`src/rtl/spi_pkg.sv`:
```
// Shared SPI definitions: transmitter state encoding, bus mode and word width.
// Latency: n/a (types and constants only).
// Backpressure: n/a.
package spi_pkg;

  // Transmitter phases; every state except IDLE lasts one divider period.
  typedef enum logic [2:0] {
    IDLE = 3'd0,
    LOW  = 3'd1,
    HIGH = 3'd2,
    HOLD = 3'd3,
    GAP  = 3'd4
  } spi_state_e;

  // SPI mode 0: {CPOL, CPHA} = 2'b00. sclk idles at CPOL; data is sampled
  // on the leading (rising) edge.
  localparam logic [1:0] SPI_MODE = 2'b00;
  localparam logic       SPI_CPOL = SPI_MODE[1];

  // Word width shared with the serial-to-parallel receiver.
  localparam int SPI_WORD_BITS = 16;

  // Counter width for a 0..range-1 counter, never narrower than one bit.
  function automatic int cnt_width(input int range);
    return (range > 1) ? $clog2(range) : 1;
  endfunction

endpackage

```
`src/rtl/spi_phase_timer.sv`:
```
// Phase divider: pulses phase_done on the last cycle of every CLK_DIV-cycle window.
// Latency: first pulse CLK_DIV-1 cycles after a restart edge.
// Backpressure: none; free-running, restart realigns the window.
//
// Ports:
//   clk        system clock
//   rst        asynchronous active-high reset
//   restart    clears the divider on the next edge (FSM state change)
//   phase_done high while the divider sits at CLK_DIV-1
module spi_phase_timer
  import spi_pkg::*;
#(
  parameter int CLK_DIV = 4
) (
  input  logic clk,
  input  logic rst,
  input  logic restart,
  output logic phase_done
);

  localparam int            CW   = cnt_width(CLK_DIV);
  localparam logic [CW-1:0] LAST = CW'(CLK_DIV - 1);

  logic [CW-1:0] cnt_q, cnt_d;

  // Wrap explicitly at CLK_DIV-1 so non-power-of-two dividers keep exact timing.
  always_comb begin
    if (restart || (cnt_q == LAST)) begin
      cnt_d = '0;
    end else begin
      cnt_d = cnt_q + CW'(1);
    end
  end

  always_ff @(posedge clk or posedge rst) begin
    if (rst) begin
      cnt_q <= '0;
    end else begin
      cnt_q <= cnt_d;
    end
  end

  assign phase_done = (cnt_q == LAST);

endmodule

```
`src/rtl/spi_word_tx.sv`:
```
// SPI mode-0 master transmitter: serialises one DATA_BITS word LSB-first on sclk/mosi/cs_n.
// Latency: in_ready returns 2*DATA_BITS*CLK_DIV + 2*CLK_DIV cycles after the accept edge.
// Backpressure: in_ready is high only in IDLE; in_valid is ignored while busy.
//
// Ports:
//   clk, rst     system clock, asynchronous active-high reset
//   in_data      word to send, sampled only on the accept edge
//   in_valid     in_data is valid
//   in_ready     block can accept a word (IDLE only)
//   busy         transaction in progress (inverse of in_ready)
//   sclk/mosi    SPI clock (idles low) and serial data, LSB first
//   cs_n         active-low chip select
module spi_word_tx
  import spi_pkg::*;
#(
  parameter int DATA_BITS = SPI_WORD_BITS,
  parameter int CLK_DIV   = 4
) (
  input  logic                 clk,
  input  logic                 rst,
  input  logic [DATA_BITS-1:0] in_data,
  input  logic                 in_valid,
  output logic                 in_ready,
  output logic                 busy,
  output logic                 sclk,
  output logic                 mosi,
  output logic                 cs_n
);

  localparam int            BW       = cnt_width(DATA_BITS);
  localparam logic [BW-1:0] LAST_BIT = BW'(DATA_BITS - 1);

  spi_state_e           state_q, state_d;
  logic [DATA_BITS-1:0] shift_q, shift_d;
  logic [BW-1:0]        bit_cnt_q, bit_cnt_d;
  logic                 sclk_q, sclk_d;
  logic                 mosi_q, mosi_d;
  logic                 cs_n_q, cs_n_d;
  logic                 in_ready_q, in_ready_d;
  logic                 busy_q, busy_d;

  logic accept;
  logic restart;
  logic phase_done;

  assign accept  = in_valid && in_ready_q;
  // Every state change starts a fresh divider window, including the accept
  // out of IDLE where the divider has been free-running.
  assign restart = (state_d != state_q);

  spi_phase_timer #(
    .CLK_DIV (CLK_DIV)
  ) u_phase_timer (
    .clk        (clk),
    .rst        (rst),
    .restart    (restart),
    .phase_done (phase_done)
  );

  // State and datapath registers.
  always_ff @(posedge clk or posedge rst) begin
    if (rst) begin
      state_q    <= IDLE;
      shift_q    <= '0;
      bit_cnt_q  <= '0;
      sclk_q     <= SPI_CPOL;
      mosi_q     <= 1'b0;
      cs_n_q     <= 1'b1;
      in_ready_q <= 1'b1;
      busy_q     <= 1'b0;
    end else begin
      state_q    <= state_d;
      shift_q    <= shift_d;
      bit_cnt_q  <= bit_cnt_d;
      sclk_q     <= sclk_d;
      mosi_q     <= mosi_d;
      cs_n_q     <= cs_n_d;
      in_ready_q <= in_ready_d;
      busy_q     <= busy_d;
    end
  end

  // Next state, shift register and bit counter.
  always_comb begin
    state_d   = state_q;
    shift_d   = shift_q;
    bit_cnt_d = bit_cnt_q;
    case (state_q)
      IDLE: begin
        if (accept) begin
          state_d   = LOW;
          shift_d   = in_data;
          bit_cnt_d = '0;
        end
      end
      LOW: begin
        if (phase_done) state_d = HIGH;
      end
      HIGH: begin
        if (phase_done) begin
          if (bit_cnt_q == LAST_BIT) begin
            state_d = HOLD;
          end else begin
            state_d   = LOW;
            shift_d   = shift_q >> 1;
            bit_cnt_d = bit_cnt_q + BW'(1);
          end
        end
      end
      HOLD: begin
        if (phase_done) state_d = GAP;
      end
      GAP: begin
        if (phase_done) state_d = IDLE;
      end
      default: state_d = IDLE;
    endcase
  end

  // Outputs are derived from the next state so they register on the same
  // edge as the state change.
  always_comb begin
    sclk_d     = SPI_CPOL;
    mosi_d     = 1'b0;
    cs_n_d     = 1'b1;
    in_ready_d = 1'b0;
    busy_d     = 1'b1;
    case (state_d)
      IDLE: begin
        in_ready_d = 1'b1;
        busy_d     = 1'b0;
      end
      LOW: begin
        cs_n_d = 1'b0;
        mosi_d = shift_d[0];
      end
      HIGH: begin
        sclk_d = ~SPI_CPOL;
        cs_n_d = 1'b0;
        mosi_d = mosi_q;
      end
      HOLD: begin
        // Keep the last bit on the wire through the cs_n hold time.
        cs_n_d = 1'b0;
        mosi_d = mosi_q;
      end
      default: begin
        // GAP: bus released, outputs at their idle levels.
      end
    endcase
  end

  assign in_ready = in_ready_q;
  assign busy     = busy_q;
  assign sclk     = sclk_q;
  assign mosi     = mosi_q;
  assign cs_n     = cs_n_q;

endmodule

```
`config.mk`:
```
export PLATFORM = sky130hd
export DESIGN_NAME = spi_word_tx
export DESIGN_NICKNAME = d
export VERILOG_FILES = /design/src/rtl/spi_pkg.sv /design/src/rtl/spi_phase_timer.sv /design/src/rtl/spi_word_tx.sv
export SDC_FILE = /design/constraint.sdc
export NUM_CORES = 1
export LEC_CHECK = 0
export CAP_MARGIN = 20
export CORE_ASPECT_RATIO = 0.8
export CORE_MARGIN = 2
export CORE_UTILIZATION = 52
export CTS_CLUSTER_SIZE = 14
export DETAILED_ROUTE_END_ITERATION = 6
export GPL_TIMING_DRIVEN = 0
export PLACE_DENSITY = 0.78
export SYNTH_ARGS = -nofsm -noshare
export SYNTH_HDL_FRONTEND = slang
export SYNTH_HIERARCHICAL = 1
export SYNTH_SLANG_ARGS = --single-unit
```
`constraint.sdc`:
```
create_clock -name clk -period 2.4 [get_ports clk]
set_clock_uncertainty 0.1 [all_clocks]
set_input_delay 0.48 -clock clk [delete_from_list [all_inputs] [get_ports clk]]
set_output_delay 0.48 -clock clk [all_outputs]
set_load 0.03 [all_outputs]
```
; Yosys cells after proc, flatten, opt, wreduce, memory -nomap -nowiden
; Index checks and enable logic that the tools add are counted.
[word_totals]
in_bits = 19
word_cells = 54
out_inout_bits = 5
ff_bits = 30
[op_classes]
n_mux = 21
n_reduce_logical = 8
eq_ne = 13
n_addsub = 2
[op_table]
columns = op, n
row1 = 2-to-1 mux 16 bit, 3
row2 = one-hot mux 16 bit (2 select lines), 1
row3 = 2-to-1 mux 3 bit, 5
row4 = one-hot mux 3 bit (5 select lines), 1
row5 = "== test 3 x 2 -> 1 bit, second input constant", 4
row6 = 2-to-1 mux 4 bit, 3
row7 = one-hot mux 4 bit (2 select lines), 1
row8 = "== test 3 x 1 -> 1 bit, second input constant", 2
row9 = logical NOT 3 bit, 2
row10 = "!= test 2 bit, second input constant", 3
row11 = "adder 4 x 1 -> 4 bit, second input constant", 1
row12 = "== test 4 bit, second input constant", 1
row13 = 2-to-1 mux 1 bit, 4
row14 = 2-to-1 mux 2 bit, 2
row15 = AND reduction 4 bit, 1
row16 = "== test 3 bit, second input constant", 1
row17 = != test 3 bit, 1
row18 = OR reduction 3 bit, 1
row19 = "adder 2 x 1 -> 2 bit, second input constant", 1
row20 = "== test 2 bit, second input constant", 1
row21 = one-hot mux 1 bit (2 select lines), 1
row22 = nonzero test 2 bit, 1
row23 = OR reduction 2 bit, 1
row24 = logical AND 1 bit, 1
row25 = logical OR 1 bit, 1

; Logic depth before layout (Yosys ltp)
[logic_depth]
depth_word = 7
mapped_depth = 8
depth_no_buf = 5

; Modules after synthesis
; The synthesis kept the hierarchy.
[modules_own_cells]
columns = module, instances, cells_each, seq_area_each_um2, area_each_um2
row1 = spi_word_tx, 1, 121, 703.2, 1396.3
row2 = spi_phase_timer, 1, 6, 50.0, 88.8

; Worst setup path before layout
; OpenSTA, ideal clock, no wires.
[synth_path]
path_type = register to register
from = reg u_phase_timer.cnt_q[0]
to = reg shift_q[10]
stages_incl_launch_ff = 9
n_path_buf = 3
t_arrival_ns = 1.683
t_required_ns = 2.182
setup_ns = 0.118
path_slack_ns = 0.499
period_less_slack_ns = 1.901
cell_sequence = dfrtp_1 -> ha_1 -> buf_6 -> and2_4 -> and3_1 -> buf_6 -> buf_6 -> a22o_1 -> a21o_1
[synth_via]
elab_chain_cells = 3
[synth_lines]
columns = element, line
row1 = from (decl), spi_phase_timer.sv:24  ; logic [CW-1:0] cnt_q, cnt_d;
row2 = from (signal assigned), spi_phase_timer.sv:39  ; cnt_q <= cnt_d;
row3 = == test 2 bit, spi_phase_timer.sv:43  ; assign phase_done = (cnt_q == LAST);
row4 = net phase_done, spi_word_tx.sv:44  ; logic phase_done;
row5 = != test 2 bit (no source line), --
row6 = AND reduction 4 bit (no source line), --
row7 = to (signal assigned), spi_word_tx.sv:73  ; shift_q <= shift_d;
row8 = to (decl), spi_word_tx.sv:34  ; logic [DATA_BITS-1:0] shift_q, shift_d;
; The timed path passes the listed nets, and every way through them passes these cells.
; A chain may end at the register's enable or synchronous reset.

; Worst setup path after layout
[layout_path]
from = reg in_ready_q (netlist: in_ready)
to = out in_ready
[layout_lines]
columns = element, line
row1 = from (decl), spi_word_tx.sv:39  ; logic in_ready_q, in_ready_d;
row2 = from (signal assigned), spi_word_tx.sv:78  ; in_ready_q <= in_ready_d;
row3 = to (decl), spi_word_tx.sv:23  ; output logic in_ready,
; No word-level cell between the ends.

==> run_results.csv <==
group,metric,value,unit
run_status,status,"finished clean",
detailed_routing,final_antenna_net_count,0,
cts,h-tree-depth,2,
power_and_ir_drop,power_frac_seq,0.431,
sta,slew_violations,0,
power_and_ir_drop,clkPwrFrac,0.165,
detailed_routing,routedWlPerCell,15.1,um
worst_setup_path,critPathArrivalTime,1580,ps
finish,seq_area,753,um2
power_and_ir_drop,power.internal,1.24,mW
cts,numClockSinks,30,
sta,slew_headroom,0.780,
synthesis,ys.flop_type,"dfrtp_1",
sta,grt_setup_unrepaired,"false",
synthesis,syn_area,1490,um2
worst_setup_path,r2r-start,"u_phase_timer/cnt_q[0]$_DFF_PP0_",
worst_setup_path,crit_required,1820,ps
synthesis,syn_nets,148,
cts,cts_tree,"done",
worst_setup_path,critPathMaxStageDelay,670,ps
power_and_ir_drop,max-vdd-ir-drop,0.000598,V
sta,finalSetupViolCount,0,
sta,worstMarginPinSlew,330,ps
sta,period_needed,2160,ps
sta,whs,208,ps
cts,cts_hold_buf,0,
power_and_ir_drop,p_switching,0.689,mW
sta,hold_viol,0,
global_routing,grt_max_degree,29,
worst_setup_path,cp-end-kind,"primary output",
run,drv_cap,0,
worst_setup_path,cp_top_family,"buffers and inverters",
finish,final_net_count,179,
worst_setup_path,regToRegSetupSlack,350,ps
synthesis,synth-edff-count,0,
global_routing,overflow,0,
worst_setup_path,worst-r2r-cell-count,8,
cts,clockRootBuffer,"clkbuf_4",
placed_design,dp_hpwl,2040,um
power_and_ir_drop,p_comb_frac,0.405,
finish,drive_gt1_frac,0.189,
sta,fmax,0.462,GHz
detailed_routing,drc,0,
sta,finalCritPeriodShare,0.901,
worst_setup_path,cpMaxStageDelayCell,"clkdlybuf4s50_1",
synthesis,synthArstFlopShare,1.00,
die,num_io_pins,24,
worst_setup_path,worst-path-max-fanout,5,
min_path,holdCritPathClass,"input port to asynchronous set/reset pin",
die,die-area,3300,um2
global_routing,first_global_vias,1128,
finish,final_common_cell,"dfrtp_1",
die,core_area,2740,um2
worst_setup_path,path_buf_inv,1,
placed_design,place_area,1760,um2
sta,worst_slack,237,ps
die,rows,17,
cts,cts_max_path_buffers,2,
global_routing,grt_pass1_wl,5020,um
finish,final_area,1850,um2
power_and_ir_drop,swShare,0.358,
synthesis,netlist_instances,127,
cts,clock_latency,340,ps
synthesis,synth_area_per_cell,11.7,um2
placed_design,port_buffers,23,
worst_setup_path,timing.rr.end,"shift_q[5]$_DFFE_PP0P_",
cts,cts_buffers,5,
detailed_routing,drt-initial-drc-count,58,
global_routing,track_usage,0.207,
cts,cts.reportedPaths.clkPinSlew,90,ps
finish,fill_cells,220,
cts,post_cts_buffers,0,
finish,final_cell_mix,"28 x dfrtp_1, 23 x clkdlybuf4s50_1, 15 x a22o_1, 13 x a21o_1",
sta,fin_setup_tns,0,ps
worst_setup_path,path_cells,"clkdlybuf4s50_1",
finish,multi_input_area,633,um2
finish,synthToLayoutAreaGrowth,24.6,%
power_and_ir_drop,p_leak,0.887,nW
die,die_h,51.8,um
placed_design,place.gp.congestion,0.760,
global_routing,antenna_found_initial,0,
synthesis,yosys_warnings,6,
placed_design,post-place-ws,298,ps
worst_setup_path,critical_path.startpoint_type,"flop",
synthesis,synth-seq-area-share,0.507,
detailed_routing,wirelength,2980,um
synthesis,ys_ff_latch,30,
detailed_routing,firstDrtPassIters,4,
detailed_routing,dr_total_vias,1124,
cts,post_cts_resized,0,
synthesis,synth.distinct_cells,39,
power_and_ir_drop,p_per_area,1040,nW/um2
detailed_routing,viasPerCell,5.71,
worst_setup_path,cp_num_cells,1,
die,initial_core_util,0.541,
finish,diodes,0,
worst_setup_path,path_class,"flop to primary output",
die,die_w,63.8,um
placed_design,dp_cells,188,
finish,stdcell_count,197,
## layer usage
layer  share of wire  global-route usage
met2            0.48               0.325
met5               0                   0
met1            0.45               0.254
met3           0.058              0.0909
met4           0.018              0.0833
## synthesized netlist by cell type (all sizes together) (2+ instances only)
library cell,n,area (um2)
nor2b,3,18.8
inv,5,18.8
o31ai,2,15.0
nand2,5,18.8
ha,2,25.0
nor3,4,30.0
dfstp,2,52.6
a22o,15,131
o2bb2ai,2,17.5
nand3,6,42.5
buf,9,80.1
a21o,13,97.6
a21oi,5,32.5
and4,2,17.5
and2,2,15.0
o21ai,4,20.0
nor2,4,30.0
dfrtp,28,701
## flip-flops by register name (all words and copies together) (netlist names), 2 cells and up
register	count
bit_cnt_q	4
u_phase_timer/cnt_q	2
shift_q	16
state_q	3
## through the flow
stage	power, mW	util
2_1_floorplan	1.38	-
3_3_place_gp	1.56	0.642
3_5_place_dp	1.61	0.642
4_1_cts	1.92	0.664
5_1_grt	2.06	0.674
6_report	1.92	0.674
## power groups by stage
stage | sequential [mW] | clock [mW] | combinational [mW]
2_1_floorplan | 0.874 | 0 | 0.504
3_3_place_gp | 0.824 | 0 | 0.738
4_1_cts | 0.825 | 0.322 | 0.772
5_1_grt | 0.850 | 0.357 | 0.855
6_report | 0.829 | 0.317 | 0.779
3_5_place_dp | 0.835 | 0 | 0.771
## kinds of logic (layout without fill, tap and decap cells)
kind of cell	after synthesis	count (layout)	share of synthesized area
fa+ha+maj	2	2	0.0168
simple gates	33	33	0.158
mux	1	1	0.00674
flops	30	30	0.507
compound gates	47	47	0.245
buf+inv	14	46	0.0666
## worst max path at each step
stage	from	endpoint	slack [ps]
6_report	in_ready$_DFF_PP1_	in_ready	240
5_1_grt	in_ready$_DFF_PP1_	in_ready	180
4_1_cts	in_ready$_DFF_PP1_	in_ready	240
3_5_place_dp	in_valid	bit_cnt_q[2]$_DFFE_PP0P_	300
3_3_place_gp	in_valid	bit_cnt_q[2]$_DFFE_PP0P_	320
2_1_floorplan	u_phase_timer/cnt_q[0]$_DFF_PP0_	shift_q[10]$_DFFE_PP0P_	500
## layout make-up
class                      instances  area share
multi-input combinational         83       0.342
clock buffer                       7      0.0297
inverter                           5      0.0101
buffer                             9      0.0433
tap                               38      0.0257
timing repair buffer              24       0.139
sequential                        30       0.407
clock inverter                     1     0.00270
Note: power is estimated with default switching activity, not from simulation.
